--- src/rtl/fetch_pc_ctrl_if.sv ---
// Redirect handshake between the execute-stage target adder (master) and the fetch PC controller (slave).
interface fetch_pc_ctrl_if;
    logic        redirect_valid_in;
    logic [31:0] redirect_target_in;
    logic        redirect_ready_out;

    modport master (
        output redirect_valid_in,
        output redirect_target_in,
        input  redirect_ready_out
    );

    modport slave (
        input  redirect_valid_in,
        input  redirect_target_in,
        output redirect_ready_out
    );
endinterface

--- src/rtl/fetch_pc_ctrl.sv ---
// Fetch-stage PC controller: advances PC, applies redirects over stalls, pulses a multi-cycle flush.
// Optional misaligned-target trap enabled by defining FETCH_MISALIGN_TRAP_EN.
module fetch_pc_ctrl #(
    parameter logic [31:0] RESET_VECTOR = 32'h0000_0000,
    parameter logic [31:0] TRAP_VECTOR  = 32'h0000_0100,
    parameter int unsigned FLUSH_CYCLES = 2
) (
    input  logic                  clk,
    input  logic                  rst,
    fetch_pc_ctrl_if.slave        redir,
    input  logic                  stall_in,
    output logic [31:0]           pc_out,
    output logic [31:0]           pc_plus4_out,
    output logic                  fetch_valid_out,
    output logic                  flush_out,
    output logic                  trap_out,
    output logic [31:0]           epc_out
);

    localparam int unsigned CNT_W = 3;
    localparam int unsigned PC_W  = 32;

    typedef enum logic {RUN = 1'b0, FLUSH = 1'b1} state_e;

    if (FLUSH_CYCLES < 1 || FLUSH_CYCLES > 7) begin : g_bad_flush_cycles
        $error("FLUSH_CYCLES must be in 1..7");
    end

    state_e            state_q, state_d;
    logic [CNT_W-1:0]  cnt_q, cnt_d;
    logic [PC_W-1:0]   pc_q, pc_d;
    logic [PC_W-1:0]   pc4_q, pc4_d;
    logic              fv_q;
    logic              flush_q, flush_d;
    logic              accept;
    logic [PC_W-1:0]   tgt_eff;

    assign accept = redir.redirect_valid_in && redir.redirect_ready_out;

    // State register
    always_ff @(posedge clk or posedge rst) begin
        if (rst) begin
            state_q <= RUN;
            cnt_q   <= '0;
        end else begin
            state_q <= state_d;
            cnt_q   <= cnt_d;
        end
    end

    // Next-state: flush counter runs regardless of stall
    always_comb begin
        state_d = state_q;
        cnt_d   = cnt_q;
        case (state_q)
            RUN: begin
                if (accept) begin
                    state_d = FLUSH;
                    cnt_d   = CNT_W'(FLUSH_CYCLES);
                end
            end
            FLUSH: begin
                cnt_d = cnt_q - CNT_W'(1);
                if (cnt_q == CNT_W'(1)) begin
                    state_d = RUN;
                end
            end
            default: state_d = RUN;
        endcase
    end

    // Outputs / datapath: accepted redirect wins over stall
    always_comb begin
        redir.redirect_ready_out = (state_q == RUN);
        flush_d                  = (state_d == FLUSH);
        pc_d                     = pc_q;
        if (accept) begin
            pc_d = tgt_eff;
        end else if (!stall_in) begin
            pc_d = pc_q + PC_W'(4);
        end
        pc4_d = pc_d + PC_W'(4);
    end

    always_ff @(posedge clk or posedge rst) begin
        if (rst) begin
            pc_q    <= RESET_VECTOR;
            pc4_q   <= RESET_VECTOR + PC_W'(4);
            fv_q    <= 1'b0;
            flush_q <= 1'b0;
        end else begin
            pc_q    <= pc_d;
            pc4_q   <= pc4_d;
            fv_q    <= 1'b1;
            flush_q <= flush_d;
        end
    end

`ifdef FETCH_MISALIGN_TRAP_EN
    logic            misaligned;
    logic            trap_q;
    logic [PC_W-1:0] epc_q;

    assign misaligned = |redir.redirect_target_in[1:0];
    assign tgt_eff    = misaligned ? TRAP_VECTOR : redir.redirect_target_in;

    // Trap pulse and sticky faulting target
    always_ff @(posedge clk or posedge rst) begin
        if (rst) begin
            trap_q <= 1'b0;
            epc_q  <= '0;
        end else begin
            trap_q <= accept && misaligned;
            if (accept && misaligned) begin
                epc_q <= redir.redirect_target_in;
            end
        end
    end

    assign trap_out = trap_q;
    assign epc_out  = epc_q;
`else
    assign tgt_eff  = redir.redirect_target_in & ~PC_W'(3);
    assign trap_out = 1'b0;
    assign epc_out  = '0;
`endif

    assign pc_out          = pc_q;
    assign pc_plus4_out    = pc4_q;
    assign fetch_valid_out = fv_q;
    assign flush_out       = flush_q;

endmodule

--- src/flat_wrapper.sv ---
// flat-port wrapper written by rule: the top's interface ports become plain ports
module fetch_pc_ctrl_flat 
#(
    parameter logic [31:0] RESET_VECTOR = 32'h0000_0000,
    parameter logic [31:0] TRAP_VECTOR  = 32'h0000_0100,
    parameter int unsigned FLUSH_CYCLES = 2
)
  (clk, rst, stall_in, pc_out, pc_plus4_out, fetch_valid_out, flush_out, trap_out, epc_out, redir_redirect_valid_in, redir_redirect_target_in, redir_redirect_ready_out);
  fetch_pc_ctrl_if redir_i ();
  input  logic clk;
  input  logic rst;
  input  logic stall_in;
  output logic [31:0] pc_out;
  output logic [31:0] pc_plus4_out;
  output logic fetch_valid_out;
  output logic flush_out;
  output logic trap_out;
  output logic [31:0] epc_out;
  input wire logic [$bits(redir_i.redirect_valid_in)-1:0] redir_redirect_valid_in;
  input wire logic [$bits(redir_i.redirect_target_in)-1:0] redir_redirect_target_in;
  output wire logic [$bits(redir_i.redirect_ready_out)-1:0] redir_redirect_ready_out;
  assign redir_i.redirect_valid_in = redir_redirect_valid_in;
  assign redir_i.redirect_target_in = redir_redirect_target_in;
  assign redir_redirect_ready_out = redir_i.redirect_ready_out;
  fetch_pc_ctrl #(.RESET_VECTOR(RESET_VECTOR), .TRAP_VECTOR(TRAP_VECTOR), .FLUSH_CYCLES(FLUSH_CYCLES)) u_core (.clk(clk), .rst(rst), .redir(redir_i), .stall_in(stall_in), .pc_out(pc_out), .pc_plus4_out(pc_plus4_out), .fetch_valid_out(fetch_valid_out), .flush_out(flush_out), .trap_out(trap_out), .epc_out(epc_out));
endmodule
--- config.mk ---
export PLATFORM = sky130hd
export DESIGN_NAME = fetch_pc_ctrl_flat
export DESIGN_NICKNAME = d
export VERILOG_FILES = /design/src/rtl/fetch_pc_ctrl_if.sv /design/src/rtl/fetch_pc_ctrl.sv /design/src/flat_wrapper.sv
export SDC_FILE = /design/constraint.sdc
export NUM_CORES = 1
export LEC_CHECK = 0
export CORE_ASPECT_RATIO = 0.9
export CORE_MARGIN = 5
export CORE_UTILIZATION = 42
export CTS_CLUSTER_SIZE = 12
export DETAILED_ROUTE_END_ITERATION = 8
export GPL_TIMING_DRIVEN = 0
export PLACE_DENSITY = 0.8
export SLEW_MARGIN = 20
export SYNTH_ARGS = -nofsm -noshare
export SYNTH_HDL_FRONTEND = slang
export SYNTH_SLANG_ARGS = --single-unit
--- constraint.sdc ---
create_clock -name clk -period 6.05 [get_ports clk]
set_clock_uncertainty 0.05 [all_clocks]
set_input_delay 1.815 -clock clk [delete_from_list [all_inputs] [get_ports clk]]
set_output_delay 1.815 -clock clk [all_outputs]
set_load 0.05 [all_outputs]
-- Word-level counts from Yosys, hierarchy flattened
Index checks and enable logic that the tools add are counted.
- add/sub/neg operators: 3
- equality and inequality tests: 2
- multiplexer cells: 7
- bitwise operators: 1
- reduce and logical (&&, ||, !) cells: 1
- operator list (kind ; number):
    32-bit by 3-bit adder with 32-bit output (second input constant) ; 2
    32-bit two-way mux ; 2
    3-bit case mux with 2 select lines ; 1
    3-bit by 1-bit == test with 1-bit output (second input constant) ; 1
    3-bit two-way mux ; 1
    3-bit by 1-bit subtractor with 3-bit output (second input constant) ; 1
    1-bit two-way mux ; 2
    2-bit != test (second input constant) ; 1
    1-bit case mux with 2 select lines ; 1
    1-bit logical AND ; 1
    1-bit inverter ; 1
- register bits: 69
- input port bits: 36
- output and inout port bits: 100
- logic and storage cells: 19

-- Depth between registers and ports, before layout
- word-level depth: 4
- depth in mapped cells: 12
- mapped depth without buffers: 10

-- Least setup slack after synthesis
Ideal clock, no wire load.
- path kind: input port to flip-flop
- from: input port redir_redirect_valid_in
- to: register u_core.pc4_q[22], in the netlist u_core.pc_plus4_out[22]
- setup time: 0.079 ns
- arrival: 3.950 ns
- slack: 1.970 ns
- stages: 12
- buffers on the path: 3
- path through: nor2b_1 clkbuf_1 clkbuf_1 buf_2 nand2_1 o21ai_0 ha_1 nand4_1 nor3_2 nand2b_1 nor2_1 xor2_1
- word-level cells in the longest chain between the ends: 3
- RTL lines (element ; line ; text):
    from (decl) ; flat_wrapper.sv:19 ; input wire logic [$bits(redir_i.redirect_valid_in)-1:0] redir_redirect_valid_in;
    1-bit logical AND ; fetch_pc_ctrl.sv:38 ; assign accept = redir.redirect_valid_in && redir.redirect_ready_out;
    32-bit two-way mux ; fetch_pc_ctrl.sv:77 ; if (accept) begin
    net u_core.pc_d[3] ; fetch_pc_ctrl.sv:31 ; logic [PC_W-1:0] pc_q, pc_d;
    32-bit by 3-bit adder with 32-bit output ; fetch_pc_ctrl.sv:82 ; pc4_d = pc_d + PC_W'(4);
    net u_core.pc4_d[22] ; fetch_pc_ctrl.sv:32 ; logic [PC_W-1:0] pc4_q, pc4_d;
    to (signal assigned) ; fetch_pc_ctrl.sv:88 ; pc4_q <= RESET_VECTOR + PC_W'(4);
    to (signal assigned) ; fetch_pc_ctrl.sv:93 ; pc4_q <= pc4_d;
    to (decl) ; fetch_pc_ctrl.sv:32 ;
The timed path passes the listed nets, and every way through them passes these cells.
A chain may end at the register's enable or synchronous reset.

-- Final worst setup path
- from: input port redir_redirect_valid_in
- to: register u_core.pc4_q[18], in the netlist u_core.pc_plus4_out[18]
Same word-level chain as after synthesis.

==> flow_summary.yaml <==
outcome:
  status: "complete, no violations"
synthesis:
  avgSynthCellArea_um2: 10.3
  syn_inst: 380
  synth_edf_count: 0
  synth_warnings: 0
  synth_top_area_share_pct: 40.9
  synth_flop_cell: "dfrtp_1"
  synth.distinct_cells: 60
  ys_ff_latch: 65
  synth_top_area_cell: "dfrtp_1"
  synth-seq-area-share_pct: 41.6
  synth_area_leaders: "dfrtp_1 (41%), xnor2_1 (7.4%), buf_4 (7.3%), a31oi_4 (3.8%), nand2_1 (2.8%)"
  async_flop_share_pct: 100
  synthesis.area_um2: 3910
sta:
  whs_ns: 0.469
  rsz0062_at_grt: "no"
  hold_violations: 0
  fin_crit_ns: 5.14
  tns_ns: 0
  slew_violations: 0
  relSlewSlack_pct: 53.4
  setup_viol: 0
  fmax_mhz: 195
  period_share_pct: 85.0
  worst_pin_slew_ns: 0.680
route:
  first_pass_iters: 4
  dr.first_iter.drc_count: 99
  drc: 0
  ant_nets: 0
  drt-vias-per-instance: 4.90
  vias: 3193
  wl_per_cell_um: 15.4
  wl_um: 10000
clock_network:
  cts_buffer_depth: 2
  clock_sinks: 65
  post_cts_buffers: 0
  cts_tree: "built"
  clk_latency_ns: 0.34
  cts-buffers-inserted: 9
  htreeDepth: 3
  post_cts_resized: 0
  path_clk_slew_ns: 0.07
  postCtsHoldBufs: 0
  clockRootBuffer: "clkbuf_8"
hold_path:
  min_path_type: "flop to flop"
global_routing:
  grt_usage_pct: 17.6
  grtUsageMet2_pct: 31.1
  grt_overflow: 0
  grt_use_met3_pct: 4.60
  grt_max_degree: 45
  grt_busiest_layer: "met2"
  use_met1_pct: 21.4
  grt_pass1_vias: 3178
  grt_pass1_wl_um: 15900
  antenna_found_initial: 0
layout:
  fin_util_pct: 58.6
  multiInputGateArea_um2: 2030
  area_growth_pct: 36.7
  layout_common_cells: "clkdlybuf4s50_1 (96), dfrtp_1 (64), buf_4 (38), conb_1 (38), xnor2_1 (33)"
  nets: 564
  layout_commonest_cell: "clkdlybuf4s50_1"
  antenna_cells: 0
  regArea_um2: 1630
  n_fill_cell: 775
  fin_cells: 651
  layout-drive-gt1-share_pct: 18.3
run:
  cap_violations: 0
floorplan:
  fp-row-count: 33
  initial_core_util_pct: 42.9
  core-area_um2: 9130
  die_w_um: 112
  pin_count: 136
  dieArea_um2: 11300
  fp.dieH_um: 102
setup_path:
  cp_max_fo: 10
  crit_path_end_kind: "flop"
  required_ns: 6.26
  crit_type: "input pin to flop"
  start_kind: "input pin"
  arrival_ns: 5.35
power_and_ir_drop:
  combinationalPowerShare_pct: 63.2
  clock_power_share_pct: 10.0
  seqPwrFrac_pct: 26.8
  p_sw_mw: 1.66
  peakVddDrop_uv: 287
  power_density_nw_per_um2: 583
  power.leakage_nw: 2.22
  intPower_mw: 1.45
  sw_frac_of_total_pct: 53.4
place:
  place.gp.congestion: 0.855
  dp_cells: 635
  portBuffers: 96
  dpl.hpwl_um: 7870
[power groups by stage]
stage / sequential [mW] / clock (mW) / combinational [mW]
2_1_floorplan: 1.46 / 0 / 0.736
3_3_place_gp: 0.830 / 0 / 1.92
3_5_place_dp: 0.838 / 0 / 1.97
4_1_cts: 0.833 / 0.315 / 1.97
5_1_grt: 0.866 / 0.342 / 2.07
6_report: 0.835 / 0.311 / 1.97
[final timing paths]
| path | from | to | slack [ns] | cells after the start |
|---|---|---|---|---|
| hold / removal | u_core.cnt_q[0]$_DFFE_PP0P_ | u_core.cnt_q[0]$_DFFE_PP0P_ | 0.47 | 1 |
| max in group asynchronous | rst | u_core.pc_plus4_out[2]$_DFF_PP1_ | 3.63 | 3 |
| min in group asynchronous | rst | u_core.pc_plus4_out[31]$_DFF_PP0_ | 1.75 | 2 |
| setup / recovery | redir_redirect_valid_in | u_core.pc_plus4_out[18]$_DFF_PP0_ | 0.91 | 13 |
| setup reg to reg | u_core.state_q$_DFF_PP0_ | u_core.pc_plus4_out[18]$_DFF_PP0_ | 2.45 | 12 |
| hold reg to reg | u_core.cnt_q[0]$_DFFE_PP0P_ | u_core.cnt_q[0]$_DFFE_PP0P_ | 0.47 | 1 |
[logic make-up (layout without fill, tap and decap cells)]
kind of cell	after synthesis	count (layout)	synth area share (%)
AND/OR/NAND/NOR	150	150	24.3
XOR/XNOR	44	44	9.85
buffers and inverters	61	174	9.82
other	2	38	0.192
adder cells (fa/ha/maj)	4	4	1.28
flip-flops	65	65	41.6
AO/OA/AOI/OAI	48	48	11.4
multiplexers	6	6	1.54
[per-stage QoR]
step	cell area (um^2)	power, mW	worst slack (ns)
after floorplan	4050	2.20	1.97
after global placement	5160	2.75	0.722
after detailed placement	5180	2.80	0.576
after CTS	5350	3.12	0.940
after global routing	5350	3.27	0.611
final	5350	3.11	0.909
[Yosys cell counts (4+ instances only)]
master    n
nand2_1  29
o31ai_1   5
xnor2_1  33
o21ai_0  12
dfrtp_1  64
nand3_1  15
and3_1    4
nor4_1    6
nand4_1  14
buf_2     4
buf_4    38
and2_1    4
inv_1    14
or3_1     7
nand4_2   4
ha_1      4
xor2_1   11
mux2i_1   6
a31oi_4   7
o21ai_1   7
nor2_1   26
[worst max-delay path, cell delays in order]
cell and delay (ns):
clkdlybuf4s50_1 0.50, nor2b_1 0.14, clkbuf_1 0.36, clkbuf_1 0.52, buf_2 0.36, nand2_1 0.08, o21ai_0 0.11, ha_1 0.26
nand4_1 0.29, nor3_2 0.41, nand2b_1 0.18, nor2_1 0.15, xor2_1 0.16
[per-layer routing]
metal	share of wire (%)	wire length [um]
met1	43	4280
met2	50	5030
met3	5.9	587
met4	1.2	116
met5	0	0
[final cells by class]
cell class	instances	share of cell area (%)
tap	122	2.86
clock inverter	6	0.655
multi-input combinational	290	38.1
timing repair buffer	97	18.4
inverter	14	1.03
clock buffer	10	2.39
buffer	47	6.20
sequential	65	30.5
[state kept, by name, summed over array words and instances (netlist names)]
name and flops:
u_core.cnt_q 3, u_core.pc_plus4_out 30, u_core.state_q 1, u_core.fetch_valid_out 1
u_core.pc_out 30
Note: power is estimated with default switching activity, not from simulation.
